[config.mk]
export PLATFORM = sky130hd
export DESIGN_NAME = uart_tx_scheduler
export DESIGN_NICKNAME = d
export VERILOG_FILES = /design/src/rtl/uart_tx_scheduler.sv
export SDC_FILE = /design/constraint.sdc
export NUM_CORES = 1
export LEC_CHECK = 0
export CAP_MARGIN = 30
export CORE_UTILIZATION = 35
export CTS_CLUSTER_DIAMETER = 150
export DETAILED_ROUTE_END_ITERATION = 7
export GPL_TIMING_DRIVEN = 0
export PLACE_DENSITY = 0.92
export SKIP_LAST_GASP = 1
export SYNTH_ARGS = -nofsm -noshare
export SYNTH_HDL_FRONTEND = slang
export SYNTH_SLANG_ARGS = --single-unit
[constraint.sdc]
create_clock -name clk_i -period 2.84 [get_ports clk_i]
set_clock_uncertainty 0.1 [all_clocks]
set_input_delay 0.284 -clock clk_i [delete_from_list [all_inputs] [get_ports clk_i]]
set_output_delay 0.284 -clock clk_i [all_outputs]
set_load 0.1 [all_outputs]
[src/rtl/uart_tx_scheduler.sv]
// Round-robin scheduler sharing one AXI-Lite UART TX path among several byte streams.
// Each byte polls the status register until the TX FIFO has room, then writes it; packets lock the grant.
module uart_tx_scheduler #(
    parameter int           NUM_REQ   = 4,
    parameter int           POLL_WAIT = 8,
    parameter logic [3:0]   TX_ADDR   = 4'h4,
    parameter logic [3:0]   STAT_ADDR = 4'h8
) (
    input  logic                   clk_i,
    input  logic                   rst_i,
    input  logic [NUM_REQ-1:0]     req_valid_i,
    input  logic [8*NUM_REQ-1:0]   req_data_i,
    input  logic [NUM_REQ-1:0]     req_last_i,
    output logic [NUM_REQ-1:0]     req_ready_o,
    output logic [NUM_REQ-1:0]     grant_o,
    output logic                   busy_o,
    output logic                   err_o,
    output logic [3:0]             m_aw_addr_o,
    output logic                   m_aw_valid_o,
    input  logic                   m_aw_ready_i,
    output logic [31:0]            m_w_data_o,
    output logic [3:0]             m_w_strb_o,
    output logic                   m_w_valid_o,
    input  logic                   m_w_ready_i,
    input  logic [1:0]             m_b_resp_i,
    input  logic                   m_b_valid_i,
    output logic                   m_b_ready_o,
    output logic [3:0]             m_ar_addr_o,
    output logic                   m_ar_valid_o,
    input  logic                   m_ar_ready_i,
    input  logic [31:0]            m_r_data_i,
    input  logic [1:0]             m_r_resp_i,
    input  logic                   m_r_valid_i,
    output logic                   m_r_ready_o
);

    localparam int IW = (NUM_REQ > 1) ? $clog2(NUM_REQ) : 1;
    localparam int CW = $clog2(POLL_WAIT + 1);
    localparam logic [NUM_REQ-1:0] ONE = {{(NUM_REQ-1){1'b0}}, 1'b1};

    typedef enum logic [2:0] {
        IDLE,
        RD_STAT,
        WAIT_R,
        POLL,
        WR,
        WAIT_B
    } state_t;

    state_t          state_q, state_d;
    logic [IW-1:0]   idx_q, idx_d;
    logic [7:0]      data_q, data_d;
    logic            last_q, last_d;
    logic [CW-1:0]   cnt_q, cnt_d;
    logic            aw_done_q, aw_done_d;
    logic            w_done_q, w_done_d;
    logic            locked_q, locked_d;
    logic [IW-1:0]   rr_ptr_q, rr_ptr_d;

    logic            pick_ok;
    logic [IW-1:0]   pick_idx;
    logic            aw_fin, w_fin;
    logic [NUM_REQ-1:0] onehot;
    logic            rdata_unused;

    function automatic logic [IW-1:0] wrap_add(input logic [IW-1:0] base, input int k);
        int s;
        s = (int'(base) + k) % NUM_REQ;
        return s[IW-1:0];
    endfunction

    // Scan downward so the nearest requester after rr_ptr wins.
    always_comb begin
        pick_ok  = 1'b0;
        pick_idx = idx_q;
        if (locked_q) begin
            pick_ok = req_valid_i[idx_q];
        end else begin
            for (int k = NUM_REQ; k >= 1; k--) begin
                if (req_valid_i[wrap_add(rr_ptr_q, k)]) begin
                    pick_ok  = 1'b1;
                    pick_idx = wrap_add(rr_ptr_q, k);
                end
            end
        end
    end

    always_comb begin
        state_d   = state_q;
        idx_d     = idx_q;
        data_d    = data_q;
        last_d    = last_q;
        cnt_d     = cnt_q;
        aw_done_d = aw_done_q;
        w_done_d  = w_done_q;
        locked_d  = locked_q;
        rr_ptr_d  = rr_ptr_q;
        aw_fin    = aw_done_q | m_aw_ready_i;
        w_fin     = w_done_q | m_w_ready_i;
        case (state_q)
            IDLE: begin
                if (pick_ok) begin
                    idx_d   = pick_idx;
                    data_d  = req_data_i[{pick_idx, 3'b000} +: 8];
                    last_d  = req_last_i[pick_idx];
                    state_d = RD_STAT;
                end
            end
            RD_STAT: begin
                if (m_ar_ready_i) state_d = WAIT_R;
            end
            WAIT_R: begin
                if (m_r_valid_i) begin
                    aw_done_d = 1'b0;
                    w_done_d  = 1'b0;
                    if (m_r_resp_i != 2'b00) begin
                        state_d = WR;
                    end else if (m_r_data_i[3]) begin
                        state_d = POLL;
                        cnt_d   = CW'(POLL_WAIT);
                    end else begin
                        state_d = WR;
                    end
                end
            end
            POLL: begin
                // Leaving as the count reaches zero gives POLL_WAIT idle cycles between reads.
                cnt_d = cnt_q - 1'b1;
                if (cnt_q == CW'(1)) state_d = RD_STAT;
            end
            WR: begin
                aw_done_d = aw_fin;
                w_done_d  = w_fin;
                if (aw_fin && w_fin) begin
                    aw_done_d = 1'b0;
                    w_done_d  = 1'b0;
                    state_d   = WAIT_B;
                end
            end
            WAIT_B: begin
                if (m_b_valid_i) begin
                    state_d = IDLE;
                    if (last_q) begin
                        locked_d = 1'b0;
                        rr_ptr_d = idx_q;
                    end else begin
                        locked_d = 1'b1;
                    end
                end
            end
            default: state_d = IDLE;
        endcase
    end

    always_ff @(posedge clk_i) begin
        if (rst_i) begin
            state_q   <= IDLE;
            idx_q     <= '0;
            data_q    <= '0;
            last_q    <= 1'b0;
            cnt_q     <= '0;
            aw_done_q <= 1'b0;
            w_done_q  <= 1'b0;
            locked_q  <= 1'b0;
            rr_ptr_q  <= IW'(NUM_REQ - 1);
        end else begin
            state_q   <= state_d;
            idx_q     <= idx_d;
            data_q    <= data_d;
            last_q    <= last_d;
            cnt_q     <= cnt_d;
            aw_done_q <= aw_done_d;
            w_done_q  <= w_done_d;
            locked_q  <= locked_d;
            rr_ptr_q  <= rr_ptr_d;
        end
    end

    assign onehot       = ONE << idx_q;
    assign grant_o      = (state_q != IDLE || locked_q) ? onehot : '0;
    assign busy_o       = (state_q != IDLE);
    assign m_ar_addr_o  = STAT_ADDR;
    assign m_ar_valid_o = (state_q == RD_STAT);
    assign m_r_ready_o  = (state_q == WAIT_R);
    assign m_aw_addr_o  = TX_ADDR;
    assign m_aw_valid_o = (state_q == WR) && !aw_done_q;
    assign m_w_data_o   = {24'h0, data_q};
    assign m_w_strb_o   = 4'h1;
    assign m_w_valid_o  = (state_q == WR) && !w_done_q;
    assign m_b_ready_o  = (state_q == WAIT_B);

    // Pulses are suppressed in a reset cycle so an abandoned transaction reports nothing.
    assign req_ready_o  = (state_q == WAIT_B && m_b_valid_i && !rst_i) ? onehot : '0;
    assign err_o        = !rst_i &&
                          ((state_q == WAIT_R && m_r_valid_i && m_r_resp_i != 2'b00) ||
                           (state_q == WAIT_B && m_b_valid_i && m_b_resp_i != 2'b00));

    assign rdata_unused = ^{m_r_data_i[31:4], m_r_data_i[2:0]};

endmodule

==> results of run 1 <==
==> cell usage in the layout (no fill, tap or decap), drive strengths merged, types with 5 or more instances in the layout <==
cell type,Yosys,final
a21oi,9,9
clkdlybuf4s50,0,58
clkdlybuf4s15,0,5
buf,42,42
nand2,24,24
mux2i,22,22
conb,2,36
clkbuf,8,13
o21ai,9,9
nor3,7,7
dfxtp,23,23
inv,8,8
nor2,28,28
o221ai,9,9
==> flip-flops by register name (all words and copies together), names as in the netlist <==
name and flops:
data_q 8, cnt_q 4, state_q 3, idx_q 2, rr_ptr_q 2, aw_done_q 1
last_q 1, locked_q 1, w_done_q 1
==> final timing paths <==
path	cells past startpoint	slack, ns	endpoint	startpoint
max	3	0.09	busy_o	state_q[2]
min	2	0.32	w_done_q	rst_i
max reg2reg	7	0.40	data_q[4]	idx_q[1]
min reg2reg	2	0.38	data_q[6]	data_q[6]
==> per-layer routing <==
metal	part of all wire, %	vias to the layer above
met3	3.0	7
met4	1.6	0
met1	39	957
met5	0	-
li1	-	1036
met2	56	47
==> kinds of logic after synthesis <==
group           Yosys count  share of synthesized area, %
flops                    23                         23.60
buf+inv                  58                         19.11
other cells               2                        0.3850
compound gates           48                         17.70
mux                      25                         14.18
simple gates             92                         23.73
fa+ha+maj                 2                         1.283
==> final cells by class <==
type	count	area (um2)
fill	470	2247
multi-input combinational	203	1310
timing repair buffer	71	714.4
sequential	23	460.4
buffer	50	342.8
tap	70	87.58
clock buffer	4	45.04
inverter	8	30.03
==> stage by stage <==
step	area (um2)	instances	utilization [%]	worst slack, ns
after floorplan	2141	284	-	0.1305
after CTS	2987	429	57.02	-0.1167
after global placement	2939	425	56.12	-0.07543
after detailed placement	2939	425	56.12	-0.1015
after global routing	2990	429	57.10	0.02248
final	2990	429	57.10	0.08736
==> power by group through the flow <==
stage	logic, uW	clock network (uW)	registers [uW]
5_1_grt	1760	225	462
3_5_place_dp	1680	0	459
3_3_place_gp	1660	0	454
6_report	1680	206	453
2_1_floorplan	1050	0	741
4_1_cts	1680	211	451
==> repair_timing <==
action	CTS	global route
setup endpoints to repair	10	4
resized for setup	21	5
buffers inserted	0	0
==> summary.md, run 1 <==
| Metric | Value |
|---|---|
| #FFs+latches synth | 23 |
| Hold WC Path Type | in -> reg |
| GR Util met2 | 35.68% |
| Routability cong. | 0.7932 |
| Total GRT Usage | 18.20% |
| Met3 Use GR | 1.667% |
| Fin crit period | 2.753 ns |
| Startpoint Class | register |
| Psw | 1401 uW |
| Bufs and invs on worst path | 2 |
| Yosys top cell area share | 23.60% |
| Pin count of the biggest net entering global routing | 13 |
| ANT nets after route | 0 |
| CP max stage delay | 0.99 ns |
| Yosys warns | 0 |
| Worst Path Max Fanout | 10 |
| Starting Density | 37.24% |
| RSZ-0062 raised after global routing | false |
| DRC | 0 |
| Std cell rows | 26 |
| Initial antenna violation count | 0 |
| EDFF count, synth | 0 |
| Clock Path Buffers | 2 |
| Tcrit/Tclk final | 96.92% |
| CTS root buffer | clkbuf_8 |
| Sum of negative setup slack | 0 ns |
| Area grow syn2layout | 53.30% |
| Seq/Total Area, Yosys | 23.60% |
| # diodes | 0 |
| DR iter-0 viols | 95 |
| First-pass GRT wire length | 8.728 mm |
| Clk pin slew, worst setup/hold paths | 0.08 ns |
| Total core area | 5238 um2 |
| Worst Tran Pin Value | 1.001 ns |
| H-tree lvl count | 1 |
| Mapped Avg Cell Area | 7.802 um2 |
| Fmax achieved | 363.3 MHz |
| Synthesized area | 1951 um2 |
| Crit path max-delay family | buffers and inverters |
| TritonCTS clock tree | yes |
| Power Total | 2341 uW |
| CP Class | reg -> out |
| First-pass DRT Iterations | 4 |
| Outcome | complete, no violations |
| Via density | 4.772 |
| WP data required | 2.46 ns |
| Clk_lat worst skew | 0.27 ns |
| Max transition margin | 33.04% |
| Setup violators final | 0 |
| Io pins | 142 |
| Largest cells by area after synthesis | dfxtp_1 24%, buf_4 14%, mux2i_1 11%, nor2_1 5.4%, nand2_1 4.4% |
| Power share of the clock group | 8.8% |
| Sw frac | 59.86% |
| Hold_ws | 0.3250 ns |
| Post-DR wirelength/cell | 12.55 um |
| Die Ht | 76.66 um |
| Crit-path slowest cell | clkdlybuf4s50_1 |
| Async SR Flop Fraction | 0% |
| CP cell instances | clkbuf_1 > or3_2 > clkdlybuf4s50_1 |
| Register share of total power | 19.3% |
| Leakage | 0.001334 uW |
| List of most frequent post-synthesis cells | 36 x buf_4, 28 x nor2_1, 23 x dfxtp_1, 23 x nand2_1, 22 x mux2i_1 |
| P_int | 939.6 uW |
| Dpl hpwl | 4.329 mm |
| Met1 Track Usage GR | 20.41% |
| Via Count | 2,047 |
| Max_cap viols | 0 |
| Combinational share of power | 71.9% |
| Final nets | 445 |
| Number of global-route vias before repair | 1,947 |
| Final Slew Violations | 0 |
| Fin. Hold Viols | 0 |
| CTS Sinks | 23 |
| Leading area contributor after synthesis | dfxtp_1 |
| Die ar. | 5876 um2 |
| Share of cells above drive strength 1 | 20.89% |
| Post-CTS Hold Buffers | 0 |
| Synth Flop Type | dfxtp_1 |
| Port Buf Inserts | 71 |
| Crit end category | output pin |
| GRT busiest layer | met2 |
| Die width | 76.66 um |
| Synth Instances | 250 |
| Synth cell types | 50 |
| Pwr dens | 782.8 nW/um2 |
| Worst vdd ir | 0.6055 mV |
| GRT overflow | 0 |
| WL final | 5.386 mm |
| CP arrival | 2.37 ns |
| Most frequent cell after synthesis | buf_4 |
| Total CTS buffers | 3 |
Note: power is estimated with default switching activity, not from simulation.
==> inputs of run 2 (changes only) <==
Settings changed: CORE_UTILIZATION 35 to 32, CTS_CLUSTER_SIZE set to 12, PLACE_DENSITY 0.92 to 0.89.
Clock period 2.84 ns to 2.45 ns, I/O delays scaled along.
==> summary.md, run 2 (same netlist as run 1, synthesis figures left out) <==
| Metric | Value |
|---|---|
| Min-delay src | rst_i |
| Worst Path Max Fanout | 10 (unchanged) |
| Max FFs per register | 8 (unchanged) |
| Routability cong. | 0.8127 (+2.5%) |
| Commonest non-fill, non-tap cell in the layout | clkdlybuf4s50_1 |
| WL final | 5.273 mm (-2.1%) |
| Final nets | 446 (+0.22%) |
| # diodes | 0 (unchanged) |
| Die width | 80.08 um (+4.5%) |
| First-pass GRT wire length | 8.031 mm (-8.0%) |
| ANT nets after route | 0 (unchanged) |
| Post-layout util | 51.62% (-5.5 points) |
| Multi-input logic area | 1366 um2 (+4.3%) |
| RSZ-0062 raised after global routing | true |
| Io pins | 142 (unchanged) |
| Clock Path Buffers | 2 (unchanged) |
| CP Launch Point | req_valid_i[1] |
| DR top layer | met4 |
| Tcrit/Tclk final | 96.72% |
| Fmax achieved | 422.0 MHz |
| Pwr dens | 903.3 nW/um2 (+15%) |
| Setup violators final | 0 (unchanged) |
| Via density | 4.595 (-3.7%) |
| Total core area | 5886 um2 (+12%) |
| Hold WC Path Type | in -> reg |
| Fin cells | 435 (+1.4%) |
| CTS root buffer | clkbuf_8 |
| GRT overflow | 0 (unchanged) |
| Worst Tran Pin Value | 0.9960 ns (-0.005306 ns) |
| Met3 wire len | 189 um (+15%) |
| Startpoint Class | primary input |
| Reg area | 460.4 um2 (unchanged) |
| Die Ht | 80.08 um (+4.5%) |
| Total GRT Usage | 15.74% (-2.5 points) |
| Clk_lat worst skew | 0.27 ns (about the same) |
| DRC | 0 (unchanged) |
| Sum of negative setup slack | 0 ns (unchanged) |
| Post-DR wirelength/cell | 12.12 um (-3.4%) |
| Std cell rows | 28 (+7.7%) |
| Most frequent cells in the layout | 56 x clkdlybuf4s50_1, 38 x buf_4, 36 x conb_1, 23 x dfxtp_1 |
| Fin crit period | 2.370 ns |
| Starting Density | 33.14% (-4.1 points) |
| Placed insts | 430 (+1.2%) |
| Leakage | 0.001307 uW (-2.0%) |
| WP data required | 2.49 ns (+0.03 ns) |
| TritonCTS clock tree | yes |
| Port Buf Inserts | 71 (unchanged) |
| Worst vdd ir | 0.5893 mV (-2.7%) |
| Top flop regs | data_q: 8 flops, cnt_q: 4 flops, state_q: 3 flops |
| Final Slew Violations | 0 (unchanged) |
| Die ar. | 6412 um2 (+9.1%) |
| Outcome | complete, no violations |
| Worst r2r src | idx_q[0] |
| Area grow syn2layout | 55.74% |
| # fillers | 573 (+22%) |
| CTS Sinks | 23 (unchanged) |
| Dpl hpwl | 4.222 mm (-2.5%) |
| CP arrival | 2.41 ns (+0.04 ns) |
| Max_cap viols | 0 (unchanged) |
| Clk pin slew, worst setup/hold paths | 0.08 ns (about the same) |
| CP Class | in -> reg |
| Biggest register | data_q |
| Number of global-route vias before repair | 1,778 (-8.7%) |
| Total CTS buffers | 3 (unchanged) |
| Share of cells above drive strength 1 | 25.28% (+4.4 points) |
| Met2 wire length | 2.882 mm (-5.1%) |
| First-pass DRT Iterations | 4 (unchanged) |
| H-tree lvl count | 1 (unchanged) |
| Fin. Hold Viols | 0 (unchanged) |
| Via Count | 1,999 (-2.3%) |
| DR iter-0 viols | 75 (-21%) |
| Max transition margin | 33.39% (+0.35 points) |
| Crit end category | register |
| Pin count of the biggest net entering global routing | 14 (+1) |
| Initial antenna violation count | 0 (unchanged) |
| Met1 WL | 2.159 mm (+2.9%) |
[run 2: final timing paths]
check / endpoint / slack [ns] / depth (start not counted)
setup reg to reg: data_q[3] / 0.13 / 7
setup / recovery: data_q[3] / 0.08 / 8
hold / removal: w_done_q / 0.28 / 2
hold reg to reg: data_q[2] / 0.37 / 2
[run 2: worst max-delay path, cell delays in order]
cell,delay [ns]
clkdlybuf4s50_1,0.44
buf_2,0.19
or2_2,0.30
mux4_2,0.46
a22oi_1,0.29
nand2_1,0.12
nand2_2,0.18
o221ai_1,0.16
[run 2: stage by stage]
stage	hold WS [ns]	cell area, um2	total power [uW]	setup slack, ns
final	0.2765	3038	2744	0.08034
after global routing	0.3023	3038	2871	-0.02880
after CTS	0.2725	3065	2764	0.002296
after detailed placement	0.3564	2995	2532	-0.5160
after global placement	0.3433	2995	2493	-0.4858
after floorplan	0.2855	2191	2128	-0.1304
[run 2: cell type report]
cell class | count | share of cell area, %
plain buffers | 49 | 11.33
clock buffers | 3 | 1.359
inverters | 8 | 0.9885
clock inverters | 1 | 0.1647
well taps | 75 | 3.089
flip-flops and latches | 23 | 15.16
repair buffers | 73 | 22.94
multi-input cells | 203 | 44.98
[run 2: power by group]
group | switching, uW | internal, uW | total [uW]
combinational | 1440 | 511 | 1960
clock | 123 | 114 | 236
sequential | 85.6 | 467 | 552
total | 1650 | 1090 | 2740
[run 2: timing repair]
action | CTS | global route
gates resized for setup | 45 | 15
hold buffers | 0 | 0
pin swaps | 1 | 1
endpoints found under the setup margin | 24 | 16
buffers inserted | 2 | 0
[run 2: routing by layer]
metal	vias up	global-route usage [%]
met3	5	2.273
met1	922	18.21
met5	-	0
met2	40	29.83
li1	1032	-
met4	0	4.107
==> inputs of run 3 (changes only) <==
Settings changed: CELL_PAD_IN_SITES_DETAIL_PLACEMENT set to 2, CELL_PAD_IN_SITES_GLOBAL_PLACEMENT set to 2, CORE_UTILIZATION 32 to 15, PLACE_DENSITY 0.89 to 0.85, SKIP_CTS_REPAIR_TIMING set to 1.
==> summary.md, run 3 (same netlist as run 1, synthesis figures left out) <==
| Metric | Value |
|---|---|
| # diodes | 0 (unchanged) |
| Clock Path Buffers | 2 (unchanged) |
| Hold_ws | 0.3224 ns (+0.04585 ns) |
| WP data required | 2.11 ns (-0.38 ns) |
| Hold WC Path Type | in -> reg |
| Worst Tran Pin Value | 0.9983 ns (+0.002333 ns) |
| R2R setup slack | 0.15 ns (+0.02 ns) |
| Starting Density | 15.39% (-18 points) |
| CP Class | reg -> out |
| Design Area, Final | 3256 um2 (+7.2%) |
| CTS Sinks | 23 (unchanged) |
| Routability cong. | 0.7614 (-6.3%) |
| CP arrival | 2.10 ns (-0.31 ns) |
| Worst Hold End | w_done_q |
| Leakage | 0.001413 uW (+8.1%) |
| Die width | 116.0 um (+45%) |
| Io pins | 142 (unchanged) |
| Die Ht | 116.0 um (+45%) |
| Fin crit period | 2.446 ns (+0.07600 ns) |
| Area grow syn2layout | 66.90% |
| Worst vdd ir | 0.6286 mV (+6.7%) |
| Total GRT Usage | 10.50% (-5.2 points) |
| First-pass GRT wire length | 11.14 mm (+39%) |
| Final nets | 452 (+1.3%) |
| Std cell rows | 41 (+46%) |
| Startpoint Class | register |
| Pwr dens | 914.5 nW/um2 (+1.2%) |
| Post-DR wirelength/cell | 13.80 um (+14%) |
| Total core area | 12,670 um2 (+120%) |
| Multi-input logic area | 1396 um2 (+2.2%) |
| ANT nets after route | 0 (unchanged) |
| Biggest register | data_q |
| Commonest non-fill, non-tap cell in the layout | clkdlybuf4s50_1 |
| Fin. Hold Viols | 0 (unchanged) |
| Setup violators final | 0 (unchanged) |
| FF-to-FF End | data_q[1] |
| Pin count of the biggest net entering global routing | 15 (+1) |
| Initial antenna violation count | 0 (unchanged) |
| Min-delay src | rst_i |
| # fillers | 1,482 (+160%) |
| Fmax achieved | 408.9 MHz (-3.1%) |
| Share of cells above drive strength 1 | 28.14% (+2.9 points) |
| Most frequent cells in the layout | 56 x clkdlybuf4s50_1, 45 x buf_4, 36 x conb_1, 22 x nand2_1, 22 x dfxtp_1 |
| Via density | 4.017 (-13%) |
| Clk pin slew, worst setup/hold paths | 0.07 ns (about the same) |
| Fin cells | 538 (+24%) |
| Die ar. | 13,460 um2 (+110%) |
| Total CTS buffers | 3 (unchanged) |
| Worst r2r src | rr_ptr_q[1] |
| Hold Path Depth | 2 (unchanged) |
| First-pass DRT Iterations | 4 (unchanged) |
| DRC | 0 (unchanged) |
| Via Count | 2,161 (+8.1%) |
| Outcome | complete, no violations |
| Final Slew Violations | 0 (unchanged) |
| Clk_lat worst skew | 0.26 ns (about the same) |
| H-tree lvl count | 1 (unchanged) |
| Reg area | 461.7 um2 (+0.27%) |
| Top flop regs | data_q: 8 flops, cnt_q: 4 flops, state_q: 3 flops |
| Reg2Reg Depth | 8 (+1) |
| Tcrit/Tclk final | 99.82% (+3.1 points) |
| Post-DP Area | 3117 um2 (+4.1%) |
| WL final | 7.423 mm (+41%) |
| Dpl hpwl | 5.978 mm (+42%) |
| DR iter-0 viols | 50 (-33%) |
| Max transition margin | 33.24% (-0.16 points) |
| RSZ-0062 raised after global routing | true |
| Worst Path Max Fanout | 10 (unchanged) |
| Port Buf Inserts | 71 (unchanged) |
| Max_cap viols | 0 (unchanged) |
| Crit end category | output pin |
| TritonCTS clock tree | yes |
| Placed insts | 527 (+23%) |
| Max FFs per register | 8 (unchanged) |
| GRT overflow | 0 (unchanged) |
| Number of global-route vias before repair | 2,230 (+25%) |
| CTS root buffer | clkbuf_16 |
==> run 3: changes by cell type in the layout (fill, tap and decap cells not counted), moves of 3 or more <==
cell             delta
clkbuf_16           +3
clkbuf_8            -3
buf_4               +7
clkdlybuf4s15_2     -6
clkbuf_2           +11
dlymetal6s2s_1      +3
buf_2               -6
==> run 3: through the flow <==
step / utilization (%) / TNS [ns] / setup slack (ns) / power, uW
4_1_cts: 25.25 / -10.59 / -0.9091 / 2998
5_1_grt: 25.69 / -0.1251 / -0.08634 / 3131
6_report: 25.69 / 0 / 0.004342 / 2977
3_3_place_gp: 24.60 / -7.197 / -0.5833 / 2537
2_1_floorplan: - / -0.1513 / -0.1304 / 2128
3_5_place_dp: 24.60 / -7.768 / -0.6109 / 2595
==> run 3: power by group <==
group | internal, uW | switching, uW | leakage [uW]
combinational | 540 | 1490 | 0.00119
clock | 222 | 165 | 0.0000371
sequential | 469 | 94.8 | 0.000189
total | 1230 | 1750 | 0.00141
==> run 3: layer usage <==
metal / GRT usage [%] / up-vias / share of wire, %
li1: - / 1041 / -
met1: 11.67 / 1064 / 40
met2: 20.91 / 52 / 56
met3: 1.360 / 4 / 3.2
met4: 2.308 / 0 / 1.1
met5: 0 / - / 0
==> run 3: how the worst max path moves through the flow <==
| stage | start | cells after the start | slack [ns] | to |
|---|---|---|---|---|
| floorplan | state_q[0] | 4 | -0.13 | err_o |
| global placement | state_q[2] | 5 | -0.58 | grant_o[0] |
| detailed placement | state_q[2] | 5 | -0.61 | grant_o[0] |
| CTS | state_q[2] | 5 | -0.91 | grant_o[0] |
| global route | state_q[2] | 5 | -0.09 | grant_o[0] |
| finish | state_q[2] | 5 | 0.004 | grant_o[0] |
==> run 3: cell type report <==
cell class	instances	area share, %
buffer	49	10.72
multi-input combinational	203	42.89
clock inverter	1	0.2306
sequential	23	14.18
clock buffer	3	2.306
timing repair buffer	79	22.14
tap	172	6.610
inverter	8	0.9224
==> run 3: critical path, cell delays in order (launching register included) <==
cell	delay, ns
dfxtp_1	0.37
clkbuf_2	0.25
or3_4	0.20
nor2_4	0.07
nor3_4	0.18
dlymetal6s2s_1	0.76
